--- config.mk ---
export PLATFORM = sky130hd
export DESIGN_NAME = gpio_change_capture
export DESIGN_NICKNAME = d
export VERILOG_FILES = /design/src/rtl/gpio_capture_pkg.sv /design/src/rtl/gpio_capture_fifo.sv /design/src/rtl/gpio_change_capture.sv
export SDC_FILE = /design/constraint.sdc
export NUM_CORES = 1
export LEC_CHECK = 0
export ABC_AREA = 0
export BUFFER_PORTS_ARGS = -buffer_cell sky130_fd_sc_hd__buf_4
export CAP_MARGIN = 20
export CELL_PAD_IN_SITES_DETAIL_PLACEMENT = 1
export CELL_PAD_IN_SITES_GLOBAL_PLACEMENT = 1
export CORE_ASPECT_RATIO = 0.75
export CORE_UTILIZATION = 40
export CTS_CLUSTER_SIZE = 16
export DETAILED_ROUTE_END_ITERATION = 8
export GPL_TIMING_DRIVEN = 0
export PLACE_DENSITY = 0.71
export SYNTH_ARGS = -nofsm -noshare
export SYNTH_HDL_FRONTEND = slang
export SYNTH_SLANG_ARGS = --single-unit
--- constraint.sdc ---
create_clock -name clk_i -period 8.8 [get_ports clk_i]
set_input_delay 0.88 -clock clk_i [delete_from_list [all_inputs] [get_ports clk_i]]
set_output_delay 0.88 -clock clk_i [all_outputs]
set_load 0.02 [all_outputs]
--- src/rtl/gpio_capture_pkg.sv ---
// +----------------------------------------------------------------------------+
// | gpio_capture_pkg : shared FSM, mode and FIFO-entry types for GPIO capture  |
// | Revision: 1.0                                                              |
// +----------------------------------------------------------------------------+
`default_nettype none

package gpio_capture_pkg;

  typedef enum logic [1:0] {
    ST_IDLE = 2'd0,
    ST_INIT = 2'd1,
    ST_RUN  = 2'd2
  } state_e;

  typedef enum logic {
    MODE_CHANGE = 1'b0,
    MODE_EXTCLK = 1'b1
  } mode_e;

  localparam int unsigned C_DEFAULT_WIDTH = 32;

  typedef struct packed {
    logic [C_DEFAULT_WIDTH-1:0] data;
    logic                       ext_clk;
  } capture_entry_t;

endpackage

`default_nettype wire

--- src/rtl/gpio_capture_fifo.sv ---
// +----------------------------------------------------------------------------+
// | gpio_capture_fifo : DEPTH-entry synchronous show-ahead FIFO with level     |
// | Revision: 1.0                                                              |
// +----------------------------------------------------------------------------+
`default_nettype none

module gpio_capture_fifo #(
  parameter int DW    = 33,
  parameter int DEPTH = 4
) (
  input  logic                     clk_i,
  input  logic                     rst_n_i,
  input  logic                     push_i,
  input  logic [DW-1:0]            push_data_i,
  input  logic                     pop_i,
  output logic [DW-1:0]            head_data_o,
  output logic                     full_o,
  output logic                     empty_o,
  output logic [$clog2(DEPTH):0]   level_o
);

  localparam int C_PTR_W = $clog2(DEPTH);
  localparam int C_LVL_W = $clog2(DEPTH) + 1;

  logic [DW-1:0]      mem_q [DEPTH];
  logic [C_PTR_W-1:0] wr_ptr_q, wr_ptr_d;
  logic [C_PTR_W-1:0] rd_ptr_q, rd_ptr_d;
  logic [C_LVL_W-1:0] level_q, level_d;
  logic               w_wr_en;
  logic               w_rd_en;

  assign full_o      = (level_q == C_LVL_W'(DEPTH));
  assign empty_o     = (level_q == '0);
  assign level_o     = level_q;
  assign head_data_o = mem_q[rd_ptr_q];

  // A pop in the same cycle frees the slot a full FIFO would otherwise refuse.
  assign w_wr_en = push_i && (!full_o || pop_i);
  assign w_rd_en = pop_i && !empty_o;

  always_comb begin
    wr_ptr_d = wr_ptr_q;
    rd_ptr_d = rd_ptr_q;
    level_d  = level_q;
    if (w_wr_en) wr_ptr_d = wr_ptr_q + C_PTR_W'(1);
    if (w_rd_en) rd_ptr_d = rd_ptr_q + C_PTR_W'(1);
    case ({w_wr_en, w_rd_en})
      2'b10:   level_d = level_q + C_LVL_W'(1);
      2'b01:   level_d = level_q - C_LVL_W'(1);
      default: level_d = level_q;
    endcase
  end

  always_ff @(posedge clk_i) begin
    if (!rst_n_i) begin
      wr_ptr_q <= '0;
      rd_ptr_q <= '0;
      level_q  <= '0;
      for (int i = 0; i < DEPTH; i++) mem_q[i] <= '0;
    end else begin
      wr_ptr_q <= wr_ptr_d;
      rd_ptr_q <= rd_ptr_d;
      level_q  <= level_d;
      if (w_wr_en) mem_q[wr_ptr_q] <= push_data_i;
    end
  end

endmodule

`default_nettype wire

--- src/rtl/gpio_change_capture.sv ---
// +----------------------------------------------------------------------------+
// | gpio_change_capture : synchronised GPIO/ext_clk event capture into a FIFO  |
// | Revision: 1.0                                                              |
// +----------------------------------------------------------------------------+
`default_nettype none

module gpio_change_capture
  import gpio_capture_pkg::*;
#(
  parameter int WIDTH       = 32,
  parameter int DEPTH       = 4,
  parameter int SYNC_STAGES = 2
) (
  input  logic                   clk_i,
  input  logic                   rst_n_i,
  input  logic                   enable_i,
  input  logic                   mode_i,
  input  logic [WIDTH-1:0]       gpio_in_i,
  input  logic                   ext_clk_i,
  output logic                   evt_valid_o,
  input  logic                   evt_ready_i,
  output logic [WIDTH-1:0]       evt_data_o,
  output logic                   evt_ext_clk_o,
  output logic [$clog2(DEPTH):0] fifo_level_o,
  output logic                   overflow_o,
  input  logic                   overflow_clr_i
);

  // Same layout as capture_entry_t, but sized by WIDTH.
  typedef struct packed {
    logic [WIDTH-1:0] data;
    logic             ext_clk;
  } entry_t;

  logic [WIDTH-1:0]       gpio_sync_q [SYNC_STAGES];
  logic [SYNC_STAGES-1:0] ext_sync_q;
  logic [WIDTH-1:0]       w_gpio_s;
  logic                   w_ext_s;

  state_e           state_q, state_d;
  mode_e            mode_q;
  logic [WIDTH-1:0] last_sample_q;
  logic             last_ext_q;
  logic             overflow_q, overflow_d;

  logic   w_init_load;
  logic   w_capture_en;
  logic   w_push;
  logic   w_push_ext;
  logic   w_pop;
  logic   w_full;
  logic   w_empty;
  entry_t w_push_entry;
  entry_t w_head_entry;

  assign w_gpio_s = gpio_sync_q[SYNC_STAGES-1];
  assign w_ext_s  = ext_sync_q[SYNC_STAGES-1];

  always_ff @(posedge clk_i) begin
    if (!rst_n_i) begin
      for (int i = 0; i < SYNC_STAGES; i++) gpio_sync_q[i] <= '0;
      ext_sync_q <= '0;
    end else begin
      gpio_sync_q[0] <= gpio_in_i;
      for (int i = 1; i < SYNC_STAGES; i++) gpio_sync_q[i] <= gpio_sync_q[i-1];
      ext_sync_q <= {ext_sync_q[SYNC_STAGES-2:0], ext_clk_i};
    end
  end

  always_comb begin
    state_d      = state_q;
    w_init_load  = 1'b0;
    w_capture_en = 1'b0;
    case (state_q)
      ST_IDLE: if (enable_i) state_d = ST_INIT;
      ST_INIT: begin
        w_init_load = 1'b1;
        state_d     = ST_RUN;
      end
      ST_RUN: begin
        if (!enable_i)                    state_d = ST_IDLE;
        else if (mode_e'(mode_i) != mode_q) state_d = ST_INIT;
        else                              w_capture_en = 1'b1;
      end
      default: state_d = ST_IDLE;
    endcase
  end

  always_comb begin
    w_push     = 1'b0;
    w_push_ext = 1'b0;
    if (w_capture_en) begin
      if (mode_q == MODE_CHANGE) begin
        w_push = (w_gpio_s != last_sample_q);
      end else if (w_ext_s != last_ext_q) begin
        w_push     = 1'b1;
        w_push_ext = w_ext_s;
      end
    end
  end

  assign w_pop        = evt_valid_o && evt_ready_i;
  assign w_push_entry = '{data: w_gpio_s, ext_clk: w_push_ext};

  // Set wins over clear when a drop coincides with overflow_clr.
  always_comb begin
    overflow_d = overflow_q;
    if (overflow_clr_i)                 overflow_d = 1'b0;
    if (w_push && w_full && !w_pop)     overflow_d = 1'b1;
  end

  always_ff @(posedge clk_i) begin
    if (!rst_n_i) begin
      state_q       <= ST_IDLE;
      mode_q        <= MODE_CHANGE;
      last_sample_q <= '0;
      last_ext_q    <= 1'b0;
      overflow_q    <= 1'b0;
    end else begin
      state_q    <= state_d;
      overflow_q <= overflow_d;
      if (w_init_load) mode_q <= mode_e'(mode_i);
      if (w_init_load || w_capture_en) begin
        last_sample_q <= w_gpio_s;
        last_ext_q    <= w_ext_s;
      end
    end
  end

  gpio_capture_fifo #(
    .DW    (WIDTH + 1),
    .DEPTH (DEPTH)
  ) u_fifo (
    .clk_i       (clk_i),
    .rst_n_i     (rst_n_i),
    .push_i      (w_push),
    .push_data_i (w_push_entry),
    .pop_i       (w_pop),
    .head_data_o (w_head_entry),
    .full_o      (w_full),
    .empty_o     (w_empty),
    .level_o     (fifo_level_o)
  );

  assign evt_valid_o   = !w_empty;
  assign evt_data_o    = w_head_entry.data;
  assign evt_ext_clk_o = w_head_entry.ext_clk;
  assign overflow_o    = overflow_q;

endmodule

`default_nettype wire
==> results of run 1 <==
-- cells by family after synthesis --
family | after synthesis | share of synthesized area [%]
buffers and inverters | 75 | 3.29
muxes | 34 | 7.94
AOI/OAI and AO/OA | 44 | 2.67
adders and majority gates | 3 | 0.475
DFF | 244 | 65.4
and+or+nand+nor | 329 | 16.8
xor gates and xnor gates | 37 | 3.42
-- synthesized netlist by cell type, drive strengths merged, types with 4 or more instances --
cell	n
a21oi	36
xnor2	5
clkbuf	35
nor4	35
edfxtp	132
inv	25
or3	7
xor2	32
nor3	24
dfxtp	112
nand2	87
nor2	90
and2	75
nand4	4
mux4	33
buf	15
-- cell type report --
class,count,area [sq um]
plain buffers,50,218
clock buffers,40,753
clock inverters,6,111
fillers,2398,11800
inverters,25,93.8
multi-input cells,447,2970
flip-flops and latches,244,6210
well taps,300,375
repair buffers,79,638
-- power by group through the flow --
stage                     logic, uW  clock network [uW]  registers, uW
after detailed placement        148                   0           1280
after global routing            159                1180           1260
after floorplan                85.5                   0           1270
final                           147                1110           1260
after global placement          142                   0           1280
after CTS                       149                1140           1260
-- registers in the layout, indices dropped and copies added, names as in the netlist, named ones only --
register	cells
mode_q	1
last_sample_q	32
u_fifo.rd_ptr_q	2
u_fifo.level_o	3
u_fifo.wr_ptr_q	2
u_fifo.mem_q	132
ext_sync_q	2
gpio_sync_q	64
last_ext_q	1
state_q	2
overflow_o	1
-- worst max-delay path: cells and delay by family, from the launching register on --
kind,cells,cell delay [ns]
fa+ha+maj,2,0.57
buf+inv,3,0.59
compound gates,2,0.61
flops,1,0.46
simple gates,3,0.86
xor+xnor,2,0.27
-- path summary, 6_finish.rpt --
path | start | to | slack (ns) | depth (start not counted)
worst max-delay path | gpio_sync_q[0][61] | u_fifo.level_o[2] | 5.38 | 12
worst min register to register | gpio_sync_q[0][7] | gpio_sync_q[0][39] | 0.43 | 1
worst min-delay path | gpio_sync_q[0][7] | gpio_sync_q[0][39] | 0.43 | 1
worst max register to register | gpio_sync_q[0][61] | u_fifo.level_o[2] | 5.38 | 12
-- per-stage QoR --
stage          instance area, sq um  cells
2_1_floorplan                  9480    766
4_1_cts                       11400   1191
3_3_place_gp                  10400   1142
5_1_grt                       11400   1191
6_report                      11400   1191
3_5_place_dp                  10500   1145
-- layer usage --
metal | wire length, microns | GRT usage [%]
met1 | 11400 | 29.3
met2 | 11000 | 32.8
met3 | 1550 | 3.60
met4 | 391 | 4.89
met5 | 0 | 0
==> reports/results.tsv, run 1 <==
stage	metric	value	unit
run_status	status	finished with violations	
run_status	failing checks	DRC	
sta	Slew Limit Fails	0	
route	drt total wl	24300	microns
yosys	Netlist cell types	34	
yosys	Yosys warning count	0	
route	First-pass DRT Iterations	8	
power_and_ir_drop	Internal	1970	uW
yosys	top cell type's share of synthesized area	41.8	%
sta	Final Hold Vio Count	0	
worst_setup_path	Worst path slowest cell	o31ai_4	
worst_setup_path	CP max stage delay	0.47	ns
die	starting density of the core	41.0	%
place	RePlAce Congestion	0.817	
global_routing	vias in the first global route	6471	
clock_tree	H-tree depth	1	
clock_tree	Setup Buffers After CTS	0	
worst_setup_path	Worst EP required	9.25	ns
route	drt drc	6	
power_and_ir_drop	Net Switching	543	uW
global_routing	initial antenna violation count	0	
die	core footprint	23100	sq um
power_and_ir_drop	Power Density	221	nW/um^2
power_and_ir_drop	switching share of total power	21.6	%
global_routing	largest net degree at the start of global routing	34	
final_layout	nets	914	
worst_setup_path	Cell Chain, Critical Path	xor2_1 -> nor4_1 -> nand4_1 -> o31ai_4 -> buf_4 -> buf_4 -> ha_1 -> inv_1 -> fa_1 -> xor2_1 -> or3_1 -> a21oi_1	
yosys	post-synthesis area per instance	12.4	sq um
sta	worst-margin pin slew	1.01	ns
yosys	flops & latches, synth	244	
clock_tree	CTS Buffer Depth	3	
sta	fin crit period	3.42	ns
clock_tree	CTS sink count	244	
power_and_ir_drop	Seq pwr share	50.0	%
route	via count	6166	
clock_tree	clock root buffer	clkbuf_16	
yosys	Primary FF master, synth	edfxtp_1	
sta	Tcrit/Tclk final	38.8	%
power_and_ir_drop	clock share of power	44.1	%
worst_setup_path	Critical Path Start Type	flip-flop	
die	die outline height	135	microns
yosys	Async SR Flop Fraction	0	%
final_layout	commonest non-fill, non-tap cell in the layout	edfxtp_1	
final_layout	Area Overhead vs Synth	19.9	%
sta	RSZ-0062 raised after global routing	no	
global_routing	GRT Resource Usage Total	20.6	%
worst_setup_path	critical path class	flip-flop to flip-flop	
yosys	largest cells by area after synthesis	edfxtp_1 42%, dfxtp_1 24%, mux4_2 7.8%	
die	Boundary Pins	77	
place	Setup WS pre-CTS	5.14	ns
clock_tree	Inserted Clock Buffers	25	
worst_setup_path	Max Fanout on Critical Path	10	
worst_setup_path	arrival time worst endpoint	3.86	ns
power_and_ir_drop	Comb power frac	5.8	%
worst_hold_path	Worst Hold Class	flip-flop to flip-flop	
global_routing	first-pass GRT wire length	37600	microns
sta	Highest Clock Rate	293	MHz
route	Vias/cell	5.18	
clock_tree	Post-CTS Resized	0	
sta	Max-slew headroom	32.7	%
sta	final-report setup violation count	0	
final_layout	Antenna Diode Count	0	
power_and_ir_drop	Lkg Pwr	0.00418	uW
sta	WHS	0.427	ns
yosys	synthesized area	9480	sq um
power_and_ir_drop	worst vdd ir	0.000140	V
clock_tree	Worst-path clk slew	0.06	ns
yosys	syn nets	808	
clock_tree	worst skew pair latency	0.53	ns
place	port buffer count	76	
die	die area	24300	sq um
final_layout	most frequent cells in the layout	132 x edfxtp_1, 112 x dfxtp_1, 90 x nor2_1, 84 x nand2_1, 81 x buf_4	
yosys	Post-synth EDFFs	132	
clock_tree	cts hold-fix bufs	0	
sta	Final WS setup	5.38	ns
sta	clk_skew	0.0223	ns
flow_run	number of max-cap violations	0	
yosys	sequential area share after synthesis	65.4	%
worst_setup_path	crit end category	flip-flop	
final_layout	layout cells sized above 1	18.9	%
route	First DRT Iteration DRCs	491	
place	dpl hpwl	16800	microns
power_and_ir_drop	Pwr Total	2510	uW
die	Die W	180	microns
yosys	Mapped Cells	766	
sta	Setup TNS	0	ns
route	Final ANT Viol Nets	0	
clock_tree	TritonCTS clock tree	done	
route	DR WL/cell	20.4	microns
global_routing	grt ovf	0	
yosys	Synth area leader	edfxtp_1	
die	Placement Rows	48	
final_layout	Final Core Density	49.2	%
(Power assumes the default switching activity.)
==> run 2, diff against run 1 <==
==> constraint.sdc (replaced) <==
create_clock -name clk_i -period 3.5 [get_ports clk_i]
set_input_delay 0.35 -clock clk_i [delete_from_list [all_inputs] [get_ports clk_i]]
set_output_delay 0.35 -clock clk_i [all_outputs]
set_load 0.02 [all_outputs]
==> run 2 against run 1 <==
The run still ends with DRC left. Die area unchanged. Critical path depth did not move. First-iteration DRC count decreased by 7.5%. Critical path type unchanged. Highest routed layer unchanged.
==> reports/results.tsv, run 2 (synthesis gave the netlist of run 1 again) <==
stage	metric	value	unit
run_status	status	finished with violations	
run_status	failing checks	DRC	
global_routing	initial antenna violation count	0	
power_and_ir_drop	Power Density	555	nW/um^2
die	Boundary Pins	77	
worst_setup_path	critical path class	flip-flop to flip-flop	
flow_run	number of max-cap violations	0	
worst_setup_path	Cell Chain, Critical Path	xor2_1 -> nor4_1 -> nand4_1 -> o31ai_4 -> buf_4 -> buf_4 -> ha_1 -> inv_1 -> fa_1 -> xor2_1 -> or3_1 -> a21oi_1	
worst_setup_path	CP max stage delay	0.39	ns
sta	RSZ-0062 raised after global routing	no	
final_layout	Area Overhead vs Synth	20.1	%
power_and_ir_drop	Comb power frac	5.9	%
final_layout	max FFs per register	132	
power_and_ir_drop	switching share of total power	21.6	%
die	die area	24300	sq um
place	placed cells	1145	
route	Vias/cell	5.16	
worst_setup_path	Critical Path Start Type	flip-flop	
worst_setup_path	Worst path slowest cell	nor4_1	
clock_tree	worst skew pair latency	0.53	ns
final_layout	layout cells sized above 1	19.0	%
final_layout	area of the multi-input gates	2970	sq um
route	Final ANT Viol Nets	0	
sta	Max-slew headroom	33.4	%
clock_tree	Post-CTS Resized	0	
final_layout	biggest regs	u_fifo.mem_q (132), gpio_sync_q (64), last_sample_q (32)	
final_layout	nets	916	
global_routing	met1 Usage GRT	29.3	%
sta	Final Hold Vio Count	0	
die	core footprint	23100	sq um
worst_setup_path	delay-heaviest family, CP	simple AND/OR/NAND/NOR gates	
clock_tree	Worst-path clk slew	0.06	ns
power_and_ir_drop	worst vdd ir	0.000351	V
final_layout	Reg area	6210	sq um
power_and_ir_drop	Pwr Total	6320	uW
final_layout	Biggest register	u_fifo.mem_q	
sta	Highest Clock Rate	304	MHz
worst_hold_path	Worst Hold Class	input port to flip-flop	
place	dpl hpwl	16800	microns
worst_setup_path	arrival time worst endpoint	3.73	ns
worst_setup_path	Critical path buffers and inverters	3	
sta	worst-margin pin slew	0.995	ns
clock_tree	CTS Buffer Depth	3	
power_and_ir_drop	Lkg Pwr	0.00419	uW
die	Placement Rows	48	
die	die outline height	135	microns
global_routing	met3 global-route usage	3.60	%
route	DR WL/cell	20.5	microns
route	via count	6161	
route	First-pass DRT Iterations	7	
global_routing	GRT Resource Usage Total	20.6	%
final_layout	most frequent cells in the layout	132 x edfxtp_1, 112 x dfxtp_1, 90 x nor2_1, 84 x nand2_1, 83 x buf_4	
clock_tree	Inserted Clock Buffers	25	
sta	fin crit period	3.29	ns
sta	Setup TNS	0	ns
final_layout	Final Core Density	49.2	%
clock_tree	H-tree depth	1	
sta	final-report setup violation count	0	
global_routing	largest net degree at the start of global routing	34	
place	RePlAce Congestion	0.817	
die	Die W	180	microns
power_and_ir_drop	Net Switching	1370	uW
global_routing	vias in the first global route	6471	
clock_tree	TritonCTS clock tree	done	
route	drt total wl	24400	microns
route	drt drc	6	
route	First DRT Iteration DRCs	454	
place	port buffer count	76	
global_routing	first-pass GRT wire length	37600	microns
sta	Slew Limit Fails	0	
final_layout	Antenna Diode Count	0	
final_layout	commonest non-fill, non-tap cell in the layout	edfxtp_1	
global_routing	met2 usage	32.8	%
final_layout	fin cells	1193	
sta	clk_skew	0.0226	ns
final_layout	Fillers	2401	
power_and_ir_drop	Internal	4950	uW
worst_setup_path	Worst EP required	3.94	ns
worst_setup_path	Max Fanout on Critical Path	10	
die	starting density of the core	41.0	%
power_and_ir_drop	clock share of power	44.2	%
global_routing	Most Crowded Layer GR	met2	
sta	Tcrit/Tclk final	93.9	%
power_and_ir_drop	Seq pwr share	50.0	%
worst_setup_path	crit end category	flip-flop	
clock_tree	CTS sink count	244	
clock_tree	clock root buffer	clkbuf_16	
global_routing	grt ovf	0	
==> run 2: cell count changes in the layout (fill, tap and decap cells not counted) <==
cell,previous run,this run
buf_4,81,83
==> run 2: power groups by stage <==
stage               sequential, uW  combinational (uW)  clock, uW
floorplan                     3200                 215          0
global placement              3220                 357          0
detailed placement            3220                 372          0
CTS                           3160                 375       2860
global route                  3170                 401       2960
finish                        3160                 370       2790
==> run 2: worst reg2reg max path, delay by kind of cell (launching register included) <==
family | cells | cell delay [ns]
and+or+nand+nor | 3 | 0.92
buffers and inverters | 3 | 0.57
adders and majority gates | 2 | 0.58
AOI/OAI and AO/OA | 2 | 0.51
xor gates and xnor gates | 2 | 0.31
DFF | 1 | 0.34
==> run 2: area by class of cell <==
type                       instances  area share (%)
buffer                            50            1.91
clock buffer                      40            6.62
clock inverter                     6           0.978
inverter                          25           0.824
multi-input combinational        447            26.1
sequential                       244            54.5
tap                              300            3.30
timing repair buffer              81            5.74
==> run 2: worst paths after layout <==
kind	startpoint	to	slack, ns	depth (start not counted)
setup reg to reg	gpio_sync_q[0][39]	u_fifo.level_o[2]	0.21	12
hold / removal	gpio_in_i[20]	gpio_sync_q[0][20]	0.04	2
setup / recovery	gpio_sync_q[0][39]	u_fifo.level_o[2]	0.21	12
hold reg to reg	gpio_sync_q[0][7]	gpio_sync_q[0][39]	0.43	1
==> run 2: stage by stage <==
| step | worst slack (ns) | hold WS (ns) | instance area (sq um) |
|---|---|---|---|
| after floorplan | 0.562 | 0.412 | 9480 |
| after global placement | -0.417 | 0.420 | 10400 |
| after detailed placement | 0.102 | 0.422 | 10500 |
| after CTS | 0.0788 | 0.0236 | 11400 |
| after global routing | 0.0311 | 0.0262 | 11400 |
| final | 0.213 | 0.0391 | 11400 |
==> run 2: what timing repair did <==
action	CTS	global route
setup buffers	0	2
endpoints found under the setup margin	0	1
hold buffers	0	0
==> run 2: metal layers <==
| layer | vias to the layer above | share of wire [%] |
|---|---|---|
| li1 | 2879 | - |
| met3 | 25 | 5.8 |
| met1 | 3062 | 47 |
| met4 | 0 | 1.6 |
| met2 | 195 | 45 |
| met5 | - | 0 |
